--- config.mk ---
export PLATFORM = sky130hd
export DESIGN_NAME = peak_hold_tracker
export DESIGN_NICKNAME = d
export VERILOG_FILES = /design/src/rtl/peak_hold_tracker.sv
export SDC_FILE = /design/constraint.sdc
export NUM_CORES = 1
export LEC_CHECK = 0
export ABC_AREA = 1
export BUFFER_PORTS_ARGS = -buffer_cell sky130_fd_sc_hd__buf_2
export CORE_UTILIZATION = 55
export CTS_BUF_LIST = sky130_fd_sc_hd__clkbuf_8
export CTS_CLUSTER_DIAMETER = 30
export DETAILED_ROUTE_END_ITERATION = 12
export PLACE_DENSITY = 0.81
export SYNTH_ARGS = -nofsm -noshare
export SYNTH_HDL_FRONTEND = slang
export SYNTH_SLANG_ARGS = --single-unit
--- constraint.sdc ---
create_clock -name CLK -period 3 [get_ports CLK]
set_input_delay 0.15 -clock CLK [delete_from_list [all_inputs] [get_ports CLK]]
set_output_delay 0.15 -clock CLK [all_outputs]
set_load 0.1 [all_outputs]
--- src/rtl/peak_hold_tracker.sv ---
// Purpose: track the largest ADC sample (with hysteresis) and its servo position across one sweep.
// Latency: every output is registered and reflects the inputs sampled on the previous rising edge.
// Backpressure: none; samples are accepted every cycle SAMPLE_VALID is high while sweeping.
module peak_hold_tracker #(
  parameter int DATA_W = 12,
  parameter int POS_W  = 8,
  parameter int THRESH = 4,
  parameter int CNT_W  = 10
) (
  input  logic              CLK,
  input  logic              RST_N,
  input  logic              START,
  input  logic              STOP,
  input  logic              SAMPLE_VALID,
  input  logic [DATA_W-1:0] SAMPLE,
  input  logic [POS_W-1:0]  POS,
  output logic [DATA_W-1:0] MAX_VAL,
  output logic [POS_W-1:0]  MAX_POS,
  output logic [CNT_W-1:0]  SAMPLE_CNT,
  output logic              UPDATED,
  output logic              BUSY,
  output logic              DONE
);

  typedef enum logic [1:0] {
    ST_IDLE  = 2'd0,
    ST_SWEEP = 2'd1,
    ST_DONE  = 2'd2
  } state_t;

  // Threshold widened by one bit so the peak+threshold sum can never wrap.
  localparam logic [DATA_W:0] THRESH_EXT = (DATA_W+1)'(THRESH);
  localparam logic [CNT_W-1:0] CNT_MAX   = {CNT_W{1'b1}};

  state_t              r_state;
  logic [DATA_W-1:0]   r_max_val;
  logic [POS_W-1:0]    r_max_pos;
  logic [CNT_W-1:0]    r_cnt;
  logic                r_updated;
  logic                r_busy;
  logic                r_done;

  logic [DATA_W:0]     w_sum;
  logic                w_first;
  logic                w_beats;
  logic                w_load;
  logic                w_cnt_sat;

  // Replacement decision: first sample of a sweep always loads; later ones
  // must clear the stored peak by at least THRESH. A sum above the DATA_W range
  // can never be reached by any sample, so no update is possible there.
  always_comb begin
    w_sum     = {1'b0, r_max_val} + THRESH_EXT;
    w_first   = (r_cnt == '0);
    w_beats   = ({1'b0, SAMPLE} >= w_sum);
    w_load    = SAMPLE_VALID && (w_first || w_beats);
    w_cnt_sat = (r_cnt == CNT_MAX);
  end

  // Sweep control FSM together with the peak, position and counter registers.
  always_ff @(posedge CLK) begin
    if (!RST_N) begin
      r_state   <= ST_IDLE;
      r_max_val <= '0;
      r_max_pos <= '0;
      r_cnt     <= '0;
      r_updated <= 1'b0;
      r_busy    <= 1'b0;
      r_done    <= 1'b0;
    end else begin
      // UPDATED is a single-cycle pulse; it is only raised on an actual load.
      r_updated <= 1'b0;
      case (r_state)
        ST_IDLE: begin
          if (START) begin
            r_state   <= ST_SWEEP;
            r_max_val <= '0;
            r_max_pos <= '0;
            r_cnt     <= '0;
            r_busy    <= 1'b1;
            r_done    <= 1'b0;
          end
        end

        ST_SWEEP: begin
          if (START) begin
            // Restart wins over STOP and discards the same-cycle sample.
            r_max_val <= '0;
            r_max_pos <= '0;
            r_cnt     <= '0;
          end else begin
            // A sample arriving with STOP is still counted and compared.
            if (SAMPLE_VALID) begin
              if (!w_cnt_sat) begin
                r_cnt <= r_cnt + 1'b1;
              end
              if (w_load) begin
                r_max_val <= SAMPLE;
                r_max_pos <= POS;
                r_updated <= 1'b1;
              end
            end
            if (STOP) begin
              r_state <= ST_DONE;
              r_busy  <= 1'b0;
              r_done  <= 1'b1;
            end
          end
        end

        ST_DONE: begin
          // Results are frozen until the controller starts a new sweep.
          if (START) begin
            r_state   <= ST_SWEEP;
            r_max_val <= '0;
            r_max_pos <= '0;
            r_cnt     <= '0;
            r_busy    <= 1'b1;
            r_done    <= 1'b0;
          end
        end

        default: begin
          r_state <= ST_IDLE;
          r_busy  <= 1'b0;
          r_done  <= 1'b0;
        end
      endcase
    end
  end

  assign MAX_VAL    = r_max_val;
  assign MAX_POS    = r_max_pos;
  assign SAMPLE_CNT = r_cnt;
  assign UPDATED    = r_updated;
  assign BUSY       = r_busy;
  assign DONE       = r_done;

endmodule

==> out/metrics.cfg, run 1 <==
[outcome]
status = finished, final reports clean

[worst_setup_path]
path_max_fanout = 12
startpoint_type = flop
crit_type = reg -> reg
path_buf_inv = 0
slowest_stage = dfxtp_2
end_kind = flop
cpPeakStageDelay_ns = 0.38
critPathTopFamily = simple AND/OR/NAND/NOR gates
crit_chain = ha_1 > nand3_2 > nor2_4 > nand2_1 > xor2_1 > ha_1 > nand2_1 > nand2_1 > nand2_1 > nand2_1 > a21oi_2 > nand3_1 > nand2_2 > nand2_2 > nand2_1 > nand2_1 > nand2_1 > nor2_1
cpMostUsedCell = nand2_1
cp_data_arrival_time_ns = 2.79
crit_required_ns = 3.19

[cells_and_area]
final-seq-area_um2 = 688.2
drive_gt1_share_pct = 23.18
antennaDiodeCount = 0
areaGrowthSynthToFinish_pct = 19.39
fin_area_mm2 = 0.002596
fillCellCount = 330
nets = 423
multiInputGateArea_mm2 = 0.001264
utilization_pct = 69.87
fin_cells = 432

[routing]
drtIter0Drc = 106
via_per_inst = 5.067
wl_per_cell_um = 11.08
ant_nets = 0
drc = 0
drt-pass1-iter-count = 4
postRouteWirelength_mm = 4.786
num_vias = 2189

[yosys]
yosysWarningCount = 0
synth_compound_area_share_pct = 8.746
synth_cells = 327
yosysTopAreaCellShare_pct = 31.30
yosys.area_share.simple_pct = 37.51
synth_nets = 367
ys_seq_area_share_pct = 31.30
synth-seq-cells = 34
synth_fa_ha_area_share_pct = 8.631
synthXorXnorAreaFrac_pct = 3.222
synthMuxAreaShare_pct = 0
netlist_area_mm2 = 0.002175
synth_top_family_by_area = simple AND/OR/NAND/NOR gates
synth.distinct_cells = 26
avgSynthCellArea_um2 = 6.650
synth_area_leaders = dfxtp_1 (31%), nand2_1 (16%), nor2_1 (10%)
synth_area_leader_cell = dfxtp_1

[global_routing]
grt_pass1_vias = 1973
grt_overflow_total = 0
antenna_found_initial = 0
track_usage_pct = 25.30
grt_max_degree = 30
grt_pass1_wl_mm = 8.355

[clocking]
path_clk_slew_ns = 0.08
h-tree-depth = 2
cts_root_buf = clkbuf_8
cts_resized = 0
clkLatencyLatePin_ns = 0.29
cts_inserted_buffers = 5
clk_path_buf_depth = 2
cts_tree = built
postCtsHoldBufs = 0
cts_num_sinks = 34
postCtsSetupBuffers = 0

[power]
leakage_nw = 1.287
power_per_cell_area_mw_per_mm2 = 591.2
ir_worst_vdd_v = 0.0003320

[sta]
tightest_slew_ns = 0.4905
fin_skew_ns = 0.009749
period_share_pct = 86.56
finalSetupViolations = 0
period_needed_ns = 2.597
hold-worst-slack_ns = 0.1238
slew-limit-headroom_pct = 67.52
hold_viol_final = 0
setup_tns_ns = 0
rsz0062_at_grt = false
clock.fmax_ghz = 0.3851
slew_violations = 0

[floorplanning]
core-area_mm2 = 0.003716
die_w_um = 64.88
start_util_pct = 58.52
die_h_um = 64.88
num_io_pins = 58
row_count = 22
die_area_mm2 = 0.004209

[placed_design]
hpwl_mm = 3.503
dp.cells = 424
placed_cell_area_mm2 = 0.002459
portBuffers = 57
globalplace.congestion = 0.8238

[min_path]
hp-class = in -> reg

[job]
drv_cap = 0

==> cell usage in the layout, fill, tap and decap left out <==
cell       instances
a211oi_1           2
a21o_1             1
a21oi_1           23
a21oi_2            1
buf_2             57
buf_4              4
bufinv_16          2
clkbuf_8           5
clkinv_4           1
dfxtp_1           28
dfxtp_2            6
ha_1              15
inv_1             35
nand2_1           90
nand2_2            3
nand3_1           18
nand3_2            8
nand3b_1           1
nand4_1            2
nor2_1            58
nor2_4             1
nor3_1             5
nor3b_1            2
o21ai_0            7
o21ai_2            1
xnor2_1            4
xor2_1             4
==> metrics by stage <==
stage	total power [W]	worst slack, ns
floorplan	0.0009523	0.1433
global placement	0.001024	0.5502
detailed placement	0.001032	0.4179
CTS	0.001542	0.3733
global route	0.001608	0.1464
finish	0.001535	0.4032
==> worst min-delay path, stage by stage <==
cell     delay (ns)
buf_2          0.12
nand2_2        0.07
nor2_1         0.04
==> logic make-up (layout without fill, tap and decap cells) <==
logic type,count (synthesis),in the layout
AO/OA/AOI/OAI,35,35
XOR/XNOR,8,8
adder cells (fa/ha/maj),15,15
buffers and inverters,47,104
flip-flops,34,34
AND/OR/NAND/NOR,188,188
==> registers in the layout (all words and copies together) (netlist names) <==
| register | flops |
|---|---|
| MAX_POS | 8 |
| MAX_VAL | 12 |
| r_state | 2 |
| SAMPLE_CNT | 10 |
| UPDATED | 1 |
| BUSY | 1 |
==> synthesized netlist by cell type <==
| cell type | n |
|---|---|
| a21oi_1 | 23 |
| buf_6 | 3 |
| a21o_1 | 1 |
| nand3_2 | 8 |
| a21oi_2 | 1 |
| o21ai_2 | 1 |
| o21ai_0 | 7 |
| nor3b_1 | 2 |
| buf_2 | 3 |
| xor2_1 | 4 |
| nand2_1 | 90 |
| a211oi_1 | 2 |
| nand4_1 | 2 |
| ha_1 | 15 |
| nor3_1 | 5 |
| nor2_4 | 1 |
| clkbuf_1 | 2 |
| nand2_2 | 3 |
| buf_4 | 3 |
| xnor2_1 | 4 |
| nor2_1 | 58 |
| nand3_1 | 18 |
| inv_1 | 35 |
| dfxtp_1 | 34 |
| buf_12 | 1 |
| nand3b_1 | 1 |
==> report_power, final <==
part / leakage, nW / switching (W) / internal, W
registers: 0.281 / 0.0000288 / 0.000486
logic: 0.938 / 0.000390 / 0.000119
clock network: 0.0683 / 0.000179 / 0.000333
==> area by class of cell <==
class                   instances  share of cell area, %
well taps                      48                  2.313
clock buffers                   5                  2.651
clock inverters                 3                  2.651
flip-flops and latches         34                  26.51
inverters                      35                  5.060
repair buffers                 61                  12.14
multi-input cells             246                  48.67
==> per-layer routing <==
metal | track usage [%] | vias to the layer above | wire, um
li1 | - | 1144 | -
met1 | 31.68 | 968 | 2160
met2 | 42.58 | 71 | 2257
met3 | 4.049 | 6 | 295
met4 | 10.56 | 0 | 72
met5 | 0 | - | 0
==> final timing paths <==
| check | from | end | slack, ns | cells past startpoint |
|---|---|---|---|---|
| setup / recovery | MAX_VAL[2] | MAX_VAL[4] | 0.40 | 18 |
| hold / removal | SAMPLE_VALID | UPDATED | 0.12 | 3 |
| setup reg to reg | MAX_VAL[2] | MAX_VAL[4] | 0.40 | 18 |
| hold reg to reg | MAX_POS[1] | MAX_POS[1] | 0.48 | 2 |
(Power assumes the default switching activity.)
==> run 2, diff against run 1 <==
- PLACE_DENSITY: 0.81 -> 0.83
==> out/metrics.cfg, run 2 (synthesis results as in run 1) <==
[outcome]
status = finished, final reports clean

[clocking]
postCtsSetupBuffers = 0  ; unchanged
clk_path_buf_depth = 2  ; unchanged
cts_resized = 0  ; unchanged
cts_inserted_buffers = 5  ; unchanged
cts_root_buf = clkbuf_8
cts_num_sinks = 34  ; unchanged
cts_tree = built
h-tree-depth = 2  ; unchanged
path_clk_slew_ns = 0.08  ; about the same
clkLatencyLatePin_ns = 0.30  ; about the same
postCtsHoldBufs = 0  ; unchanged

[worst_setup_path]
crit_start = MAX_VAL[2]
crit_required_ns = 3.18  ; about the same
crit_end = MAX_VAL[9]
cp_data_arrival_time_ns = 2.83  ; +0.04 ns
path_max_fanout = 28  ; +16
r2r_end = MAX_VAL[9]
startpoint_type = flop
rrSetupSlack_ns = 0.36  ; -0.05 ns
end_kind = flop
reg2reg_from = MAX_VAL[2]
crit_type = reg -> reg
reg2regPathDepth = 16  ; -2

[routing]
drc = 0  ; unchanged
wl_per_cell_um = 11.21  ; +1.2%
via_per_inst = 5.088  ; +0.42%
ant_nets = 0  ; unchanged
postRouteWirelength_mm = 4.832  ; +0.96%
drtIter0Drc = 150  ; +42%
drt-pass1-iter-count = 4  ; unchanged
num_vias = 2193  ; +0.18%

[job]
drv_cap = 0  ; unchanged

[cells_and_area]
areaGrowthSynthToFinish_pct = 17.95
fillCellCount = 331  ; +0.30%
drive_gt1_share_pct = 22.98  ; -0.20 points
antennaDiodeCount = 0  ; unchanged
final_common_cell = nand2_1
mostFrequentLayoutCells = nand2_1 (90), nor2_1 (58), buf_2 (57)
nets = 422  ; -0.24%
largest_reg_flops = 12  ; unchanged
fin_area_mm2 = 0.002565  ; -1.2%

[floorplanning]
row_count = 22  ; unchanged
num_io_pins = 58  ; unchanged
die_area_mm2 = 0.004209  ; unchanged
die_h_um = 64.88  ; unchanged
start_util_pct = 58.52  ; unchanged
core-area_mm2 = 0.003716  ; unchanged
die_w_um = 64.88  ; unchanged

[power]
leakage_nw = 1.264  ; -1.7%
ir_worst_vdd_v = 0.0003768  ; +13%
power_w = 0.001455  ; -5.2%
power_per_cell_area_mw_per_mm2 = 567.4  ; -4.0%

[sta]
hold_viol_final = 0  ; unchanged
slew_violations = 0  ; unchanged
clock.fmax_ghz = 0.3782  ; -1.8%
fin_skew_ns = 0.01085  ; +0.001105 ns
finalSetupViolations = 0  ; unchanged
tightest_slew_ns = 0.4957  ; +0.005242 ns
setup_tns_ns = 0  ; unchanged
slew-limit-headroom_pct = 67.18  ; -0.35 points
rsz0062_at_grt = false
period_share_pct = 88.13  ; +1.6 points
period_needed_ns = 2.644  ; +0.04718 ns
hold-worst-slack_ns = 0.1208  ; -0.002976 ns

[global_routing]
grt_pass1_vias = 1810  ; -8.3%
antenna_found_initial = 0  ; unchanged
grt_pass1_wl_mm = 7.769  ; -7.0%
track_usage_pct = 24.16  ; -1.1 points
grt_overflow_total = 0  ; unchanged
grt_max_degree = 30  ; unchanged

[min_path]
worstHoldStart = SAMPLE_VALID
hp-class = in -> reg

[placed_design]
globalplace.congestion = 0.8435  ; +2.4%
placed_cell_area_mm2 = 0.002451  ; -0.31%
hpwl_mm = 3.531  ; +0.79%
portBuffers = 57  ; unchanged

-- run 2: cell types whose count changed in the layout (fill, tap and decap cells not counted) --
| cell | before | now |
|---|---|---|
| clkinv_4 | 1 | 0 |
| buf_4 | 4 | 3 |
| clkinvlp_4 | 0 | 2 |
| bufinv_16 | 2 | 1 |
-- run 2: worst max-delay path, stage by stage, from the launching register on --
cell and delay (ns):
dfxtp_2 0.38, ha_1 0.22, nand3_2 0.12, nor2_4 0.15, nand2_1 0.08, xor2_1 0.15
ha_1 0.29, nand3_1 0.08, a21oi_1 0.17, nand3_1 0.09, nand3_1 0.09, nand2_2 0.06
nand2_2 0.06, buf_4 0.30, nand3_1 0.14, nand2_1 0.09, nor2_1 0.05
-- run 2: cell type report --
class | instances | area, um^2 | share of cell area (%)
timing repair buffer | 60 | 307.8 | 12.00
inverter | 35 | 131.4 | 5.122
clock inverter | 3 | 45.04 | 1.756
clock buffer | 5 | 68.82 | 2.683
multi-input combinational | 246 | 1264 | 49.27
tap | 48 | 60.06 | 2.341
sequential | 34 | 688.2 | 26.83
-- run 2: worst min-delay path by stage --
| stage | endpoint | cells past startpoint |
|---|---|---|
| finish | UPDATED | 3 |
| global route | UPDATED | 3 |
| CTS | UPDATED | 3 |
| detailed placement | UPDATED | 3 |
| global placement | UPDATED | 3 |
| floorplan | UPDATED | 2 |
-- run 2: report_power, final --
group | switching, W | internal, W
Combinational | 0.000390 | 0.000118
Sequential | 0.0000301 | 0.000486
Clock | 0.000185 | 0.000247
Total | 0.000605 | 0.000851
-- run 2: layer usage --
layer,global-route usage [%],wire length (um),vias up
li1,-,-,1140
met1,29.67,2191,973
met2,38.93,2224,69
met3,5.810,315,11
met4,12.22,100,0
met5,0,0,-
-- run 2: metrics by stage --
step / setup slack (ns) / cells / utilization, %
floorplan: 0.1433 / 327 / -
global placement: 0.4907 / 423 / 65.96
detailed placement: 0.3962 / 423 / 65.96
CTS: 0.3500 / 431 / 69.02
global route: 0.1640 / 431 / 69.02
finish: 0.3560 / 431 / 69.02
